**src/rtl/mem_arbiter_if.sv**
```systemverilog
// Bundle of the two requester ports and the memory-side bus of mem_arbiter.
interface mem_arbiter_if #(
  parameter int unsigned AW = 32,
  parameter int unsigned DW = 32
);

  // port 0: multicycle CPU
  logic          req0;
  logic          we0;
  logic [AW-1:0] addr0;
  logic [DW-1:0] wdata0;
  logic [DW-1:0] rdata0;
  logic          ready0;

  // port 1: loader / debug master
  logic          req1;
  logic          we1;
  logic [AW-1:0] addr1;
  logic [DW-1:0] wdata1;
  logic [DW-1:0] rdata1;
  logic          ready1;

  // memory side and status
  logic          mem_en;
  logic          mem_we;
  logic [AW-1:0] mem_addr;
  logic [DW-1:0] mem_wdata;
  logic [DW-1:0] mem_rdata;
  logic [1:0]    grant;
  logic          busy;

  // arbiter view
  modport slave (
    input  req0, we0, addr0, wdata0,
    input  req1, we1, addr1, wdata1,
    input  mem_rdata,
    output rdata0, ready0, rdata1, ready1,
    output mem_en, mem_we, mem_addr, mem_wdata,
    output grant, busy
  );

  // requesters + memory view
  modport master (
    output req0, we0, addr0, wdata0,
    output req1, we1, addr1, wdata1,
    output mem_rdata,
    input  rdata0, ready0, rdata1, ready1,
    input  mem_en, mem_we, mem_addr, mem_wdata,
    input  grant, busy
  );

endinterface

```
**src/rtl/mem_arbiter.sv**
```systemverilog
// Two-port round-robin arbiter for a single-port fixed-latency memory.
// Every output is registered; requests are only looked at while IDLE.
module mem_arbiter #(
  parameter int unsigned AW   = 32,
  parameter int unsigned DW   = 32,
  parameter int unsigned WAIT = 1   // read latency, 0..15
) (
  input  logic         clk,
  input  logic         reset,
  mem_arbiter_if.slave bus
);

  localparam int unsigned   CW       = 4;
  localparam logic [CW-1:0] WAIT_CNT = CW'(WAIT);

  typedef enum logic [1:0] {
    IDLE   = 2'd0,
    ACCESS = 2'd1,
    RESP   = 2'd2
  } state_t;

  state_t        state;
  logic [CW-1:0] cnt;
  logic          last;    // port granted most recently
  logic          owner;   // port owning the current access
  logic          wr;      // current access is a write

  logic          any_req_c;
  logic          sel_c;
  logic          we_sel_c;
  logic [AW-1:0] addr_sel_c;
  logic [DW-1:0] wdata_sel_c;

  // Round-robin pick among raw requests; consumed only in IDLE.
  always_comb begin
    any_req_c   = bus.req0 | bus.req1;
    sel_c       = 1'b0;
    if (bus.req0 && bus.req1) begin
      sel_c = ~last;
    end else if (bus.req1) begin
      sel_c = 1'b1;
    end
    we_sel_c    = sel_c ? bus.we1    : bus.we0;
    addr_sel_c  = sel_c ? bus.addr1  : bus.addr0;
    wdata_sel_c = sel_c ? bus.wdata1 : bus.wdata0;
  end

  // Access sequencer: IDLE grants, ACCESS waits out memory latency, RESP pulses ready.
  always_ff @(posedge clk) begin
    if (reset) begin
      state         <= IDLE;
      cnt           <= '0;
      last          <= 1'b1;
      owner         <= 1'b0;
      wr            <= 1'b0;
      bus.grant     <= 2'b00;
      bus.busy      <= 1'b0;
      bus.mem_en    <= 1'b0;
      bus.mem_we    <= 1'b0;
      bus.mem_addr  <= '0;
      bus.mem_wdata <= '0;
      bus.ready0    <= 1'b0;
      bus.ready1    <= 1'b0;
      bus.rdata0    <= '0;
      bus.rdata1    <= '0;
    end else begin
      unique case (state)
        IDLE: begin
          if (any_req_c) begin
            bus.mem_addr  <= addr_sel_c;
            bus.mem_wdata <= wdata_sel_c;
            bus.mem_we    <= we_sel_c;
            bus.mem_en    <= 1'b1;
            bus.grant     <= sel_c ? 2'b10 : 2'b01;
            bus.busy      <= 1'b1;
            last          <= sel_c;
            owner         <= sel_c;
            wr            <= we_sel_c;
            cnt           <= '0;
            state         <= ACCESS;
          end
        end

        ACCESS: begin
          // write strobe lives only in the first access cycle
          bus.mem_we <= 1'b0;
          if (cnt == WAIT_CNT) begin
            if (!wr) begin
              if (owner) begin
                bus.rdata1 <= bus.mem_rdata;
              end else begin
                bus.rdata0 <= bus.mem_rdata;
              end
            end
            bus.mem_en <= 1'b0;
            bus.ready0 <= ~owner;
            bus.ready1 <= owner;
            state      <= RESP;
          end else begin
            cnt <= cnt + CW'(1);
          end
        end

        RESP: begin
          bus.ready0 <= 1'b0;
          bus.ready1 <= 1'b0;
          bus.grant  <= 2'b00;
          bus.busy   <= 1'b0;
          state      <= IDLE;
        end

        default: begin
          state <= IDLE;
        end
      endcase
    end
  end

endmodule

```
**src/flat_wrapper.sv**
```systemverilog
// flat-port wrapper written by rule: the top's interface ports become plain ports
module mem_arbiter_flat 
#(
  parameter int unsigned AW   = 32,
  parameter int unsigned DW   = 32,
  parameter int unsigned WAIT = 1                         
)
  (clk, reset, bus_req0, bus_we0, bus_addr0, bus_wdata0, bus_req1, bus_we1, bus_addr1, bus_wdata1, bus_mem_rdata, bus_rdata0, bus_ready0, bus_rdata1, bus_ready1, bus_mem_en, bus_mem_we, bus_mem_addr, bus_mem_wdata, bus_grant, bus_busy);
  mem_arbiter_if #(.AW(AW), .DW(DW)) bus_i ();
  input  logic clk;
  input  logic reset;
  input wire logic [$bits(bus_i.req0)-1:0] bus_req0;
  input wire logic [$bits(bus_i.we0)-1:0] bus_we0;
  input wire logic [$bits(bus_i.addr0)-1:0] bus_addr0;
  input wire logic [$bits(bus_i.wdata0)-1:0] bus_wdata0;
  input wire logic [$bits(bus_i.req1)-1:0] bus_req1;
  input wire logic [$bits(bus_i.we1)-1:0] bus_we1;
  input wire logic [$bits(bus_i.addr1)-1:0] bus_addr1;
  input wire logic [$bits(bus_i.wdata1)-1:0] bus_wdata1;
  input wire logic [$bits(bus_i.mem_rdata)-1:0] bus_mem_rdata;
  output wire logic [$bits(bus_i.rdata0)-1:0] bus_rdata0;
  output wire logic [$bits(bus_i.ready0)-1:0] bus_ready0;
  output wire logic [$bits(bus_i.rdata1)-1:0] bus_rdata1;
  output wire logic [$bits(bus_i.ready1)-1:0] bus_ready1;
  output wire logic [$bits(bus_i.mem_en)-1:0] bus_mem_en;
  output wire logic [$bits(bus_i.mem_we)-1:0] bus_mem_we;
  output wire logic [$bits(bus_i.mem_addr)-1:0] bus_mem_addr;
  output wire logic [$bits(bus_i.mem_wdata)-1:0] bus_mem_wdata;
  output wire logic [$bits(bus_i.grant)-1:0] bus_grant;
  output wire logic [$bits(bus_i.busy)-1:0] bus_busy;
  assign bus_i.req0 = bus_req0;
  assign bus_i.we0 = bus_we0;
  assign bus_i.addr0 = bus_addr0;
  assign bus_i.wdata0 = bus_wdata0;
  assign bus_i.req1 = bus_req1;
  assign bus_i.we1 = bus_we1;
  assign bus_i.addr1 = bus_addr1;
  assign bus_i.wdata1 = bus_wdata1;
  assign bus_i.mem_rdata = bus_mem_rdata;
  assign bus_rdata0 = bus_i.rdata0;
  assign bus_ready0 = bus_i.ready0;
  assign bus_rdata1 = bus_i.rdata1;
  assign bus_ready1 = bus_i.ready1;
  assign bus_mem_en = bus_i.mem_en;
  assign bus_mem_we = bus_i.mem_we;
  assign bus_mem_addr = bus_i.mem_addr;
  assign bus_mem_wdata = bus_i.mem_wdata;
  assign bus_grant = bus_i.grant;
  assign bus_busy = bus_i.busy;
  mem_arbiter #(.AW(AW), .DW(DW), .WAIT(WAIT)) u_core (.clk(clk), .reset(reset), .bus(bus_i));
endmodule
```
**config.mk**
```make
export PLATFORM = sky130hd
export DESIGN_NAME = mem_arbiter_flat
export DESIGN_NICKNAME = d
export VERILOG_FILES = /design/src/rtl/mem_arbiter_if.sv /design/src/rtl/mem_arbiter.sv /design/src/flat_wrapper.sv
export SDC_FILE = /design/constraint.sdc
export NUM_CORES = 1
export LEC_CHECK = 0
export CORE_MARGIN = 4
export CORE_UTILIZATION = 44
export DETAILED_ROUTE_END_ITERATION = 7
export GPL_TIMING_DRIVEN = 0
export HOLD_SLACK_MARGIN = 0.05
export PLACE_DENSITY_LB_ADDON = 0.05
export SYNTH_ARGS = -nofsm -noshare
export SYNTH_HDL_FRONTEND = slang
export SYNTH_SLANG_ARGS = --single-unit
```
**constraint.sdc**
```tcl
create_clock -name clk -period 2.8 [get_ports clk]
set_clock_uncertainty 0.15 [all_clocks]
set_input_delay 0.42 -clock clk [delete_from_list [all_inputs] [get_ports clk]]
set_output_delay 0.42 -clock clk [all_outputs]
set_load 0.01 [all_outputs]
```
==> impl_metrics.py <==
metrics = {
    "outcome": {
        "status": "finished clean",
    },
    "clock_network": {
        "cts_tree": "done",
        "cts.path.max_buffers": 2,
        "clock_sinks": 144,
        "cts-buffers-inserted": 17,
        "cts.repair.resized": 0,
        "clkLatencyLatePin_ns": 0.42,
        "cts_setup_buffers": 0,
        "cts_htree_levels": 4,
        "cts_root_buffer": "clkbuf_16",
        "hold_buffers": 0,
        "path_clk_slew_ns": 0.06,
    },
    "route": {
        "drc": 0,
        "routed_via_density": 5.80,
        "num_vias": 6990,
        "antenna_left": 0,
        "drt-pass1-iter-count": 5,
        "drtIter0Drc": 433,
        "totalWireLength_um": 23600,
        "avgRoutedWirePerCell_um": 19.6,
    },
    "yosys": {
        "synth.avg_cell_area_um2": 8.61,
        "syn_area_um2": 6030,
        "ys_seq_area_frac": 0.478,
        "ys_warn_count": 0,
        "yosys_most_used_dff": "dfxtp_1",
        "synth_xor_area_frac": 0,
        "synth_compound_area_frac": 0.252,
        "synth_cell_types": 39,
        "synthArstFlopShare": 0,
        "synth_simple_gate_area_frac": 0.197,
        "synth_top_family_by_area": "compound AO/OA/AOI/OAI gates",
        "synth_fa_ha_area_frac": 0.00415,
        "synth-edff-count": 0,
        "syn_inst": 700,
        "synth_mux_area_frac": 0,
        "synth-seq-cells": 144,
        "syn_nets": 868,
    },
    "cells_and_area": {
        "nFillCells": 1116,
        "multi_input_area_um2": 2730,
        "drive_gt1_frac": 0.0650,
        "seq_area_um2": 2880,
        "syn2layout_area_growth_pct": 63.2,
        "fin_nets": 1185,
        "diodes": 0,
    },
    "power_and_ir_drop": {
        "p_total_mw": 5.77,
        "p_per_area_nw_per_um2": 586,
        "ir_drop_uv": 430,
        "power_leakage_nw": 3.38,
    },
    "die": {
        "die_x_um": 125,
        "initial_core_util": 0.452,
        "design.die.area_um2": 15600,
        "top_level_ports": 301,
        "fp.dieH_um": 125,
        "rows": 42,
        "core_um2": 13300,
    },
    "grt": {
        "antenna_found_initial": 1,
        "grt_max_degree": 17,
        "grt_pass1_wl_um": 36700,
        "grt-ovfl-total": 0,
        "grt_usage": 0.291,
        "grt_pass1_vias": 7021,
    },
    "sta": {
        "maxSlewViolCount": 0,
        "min_period_ns": 2.12,
        "hold_ws_ns": 0.314,
        "finalHoldViolCount": 0,
        "setup_viol": 0,
        "tightest_slew_ns": 0.646,
        "rsz0062_at_grt": "no",
        "relSlewSlack": 0.570,
        "fmax_mhz": 471,
        "fin_setup_tns_ns": 0,
        "min_period_over_period": 0.758,
    },
    "setup_path": {
        "ff2ff_path_depth": 5,
        "endpoint": "u_core.bus.mem_wdata[25]",
        "crit_required_ns": 3.00,
        "critPathLaunch": "bus_req0",
        "timing.rr.end": "u_core.bus.rdata0[2]",
        "cp_data_arrival_time_ns": 2.32,
        "worstSetupPathType": "input port to flop",
        "rrSetupSlack_ns": 0.76,
        "cp-start-kind": "input port",
        "worstPathMaxFanout": 10,
        "critPathCaptureType": "flop",
        "reg2reg_from": "u_core.state[0]",
    },
    "placed_design": {
        "dp_hpwl_um": 17500,
        "gp_congestion": 0.901,
        "portBuffers": 298,
    },
    "min_path": {
        "min_path_type": "input port to flop",
    },
    "job": {
        "drv_cap": 0,
    },
}
-- synthesized netlist by cell type, types with 2 or more instances --
library cell  number  share of area
or3_1              2         0.0021
nand2b_1           3         0.0031
a221o_1           23          0.038
inv_1              3         0.0019
ha_1               2         0.0042
nand2_1            2         0.0012
clkbuf_1          60          0.037
nand3_1          110          0.091
buf_2             25          0.021
a31oi_1           43          0.045
or4_1              2         0.0025
dfxtp_1          144           0.48
and4_1            23          0.033
a21oi_1           73          0.061
nor3_1             2         0.0017
buf_6              4         0.0075
nand4_1           43          0.045
o21ai_0          112          0.093
o211ai_1           3         0.0037
a31o_2             2         0.0029
-- cells in the final DEF (no fill, tap or decap), drive strengths merged, types with 2 or more instances in the layout --
master and n:
or4 2, a31o 2, nor3 2, nand3 110, clkbuf 79, a21oi 73
nor2 2, a221o 23, clkdlybuf4s50 298, dfxtp 144, inv 4, o211ai 3
or3 2, nand2 2, a31oi 43, buf 30, o21ai 112, nand2b 3
ha 2, and4 23, bufinv 3, nand4 43, clkinv 6, clkinvlp 3
-- cells by family (layout without fill, tap and decap cells) --
family	Yosys count	after routing
AO/OA/AOI/OAI	262	262
flip-flops	144	144
adder cells (fa/ha/maj)	2	2
AND/OR/NAND/NOR	199	199
buffers and inverters	93	423
-- final cells by class --
cell class	count	area share
Multi-Input combinational cell	463	0.278
Sequential cell	144	0.293
Tap cell	176	0.0224
Inverter	3	0.00114
Clock inverter	13	0.0165
Timing Repair Buffer	298	0.303
Buffer	90	0.0406
Clock buffer	19	0.0450
-- through the flow --
step / worst slack (ns) / instance area, um2 / utilization / std cells
2_1_floorplan: 1.02 / 6030 / - / 700
3_3_place_gp: 0.325 / 9230 / 0.692 / 1174
3_5_place_dp: 0.260 / 9230 / 0.692 / 1174
4_1_cts: 0.699 / 9840 / 0.737 / 1206
5_1_grt: 0.598 / 9840 / 0.737 / 1206
6_report: 0.677 / 9840 / 0.737 / 1206
-- flip-flops by register name, indices dropped and copies added (netlist names) --
signal                cells
u_core.wr                 1
u_core.bus.mem_we         1
u_core.bus.mem_wdata     32
u_core.bus.rdata1        32
u_core.bus.busy           1
u_core.bus.mem_addr      32
u_core.cnt                4
u_core.bus.ready0         1
u_core.bus.rdata0        32
u_core.bus.mem_en         1
u_core.state              2
u_core.bus.ready1         1
u_core.bus.grant          2
u_core.owner              1
u_core.last               1
-- report_power, final --
part	internal [mW]	total (mW)	switching (mW)	leakage, nW
Combinational	0.579	1.18	0.603	1.92
Clock	1.43	2.34	0.916	0.289
Sequential	2.18	2.24	0.0679	1.17
Total	4.18	5.77	1.59	3.38
-- critical path, cell delays in order --
cell and delay [ns]:
clkdlybuf4s50_1 0.54, clkbuf_1 0.39, clkbuf_1 0.55, nand4_1 0.20, a31oi_1 0.21
-- how the worst min path moves through the flow --
stage | start | end | slack, ns | cells after the start
after global routing | bus_req1 | u_core.bus.mem_addr[29] | 0.33 | 3
after floorplan | u_core.cnt[3] | u_core.cnt[3] | 0.33 | 2
after detailed placement | u_core.bus.busy | u_core.bus.busy | 0.31 | 2
after CTS | bus_req1 | u_core.bus.mem_addr[29] | 0.31 | 3
after global placement | u_core.bus.busy | u_core.bus.busy | 0.30 | 2
final | bus_req1 | u_core.bus.mem_addr[29] | 0.31 | 3
-- layer usage --
metal | part of all wire | track usage | vias to the layer above
met1 | 0.40 | 0.348 | 3306
met2 | 0.47 | 0.477 | 329
met3 | 0.092 | 0.103 | 54
met5 | 0.00030 | 0 | -
li1 | - | - | 3299
met4 | 0.033 | 0.121 | 2
Power figures use the tool's default switching activity.
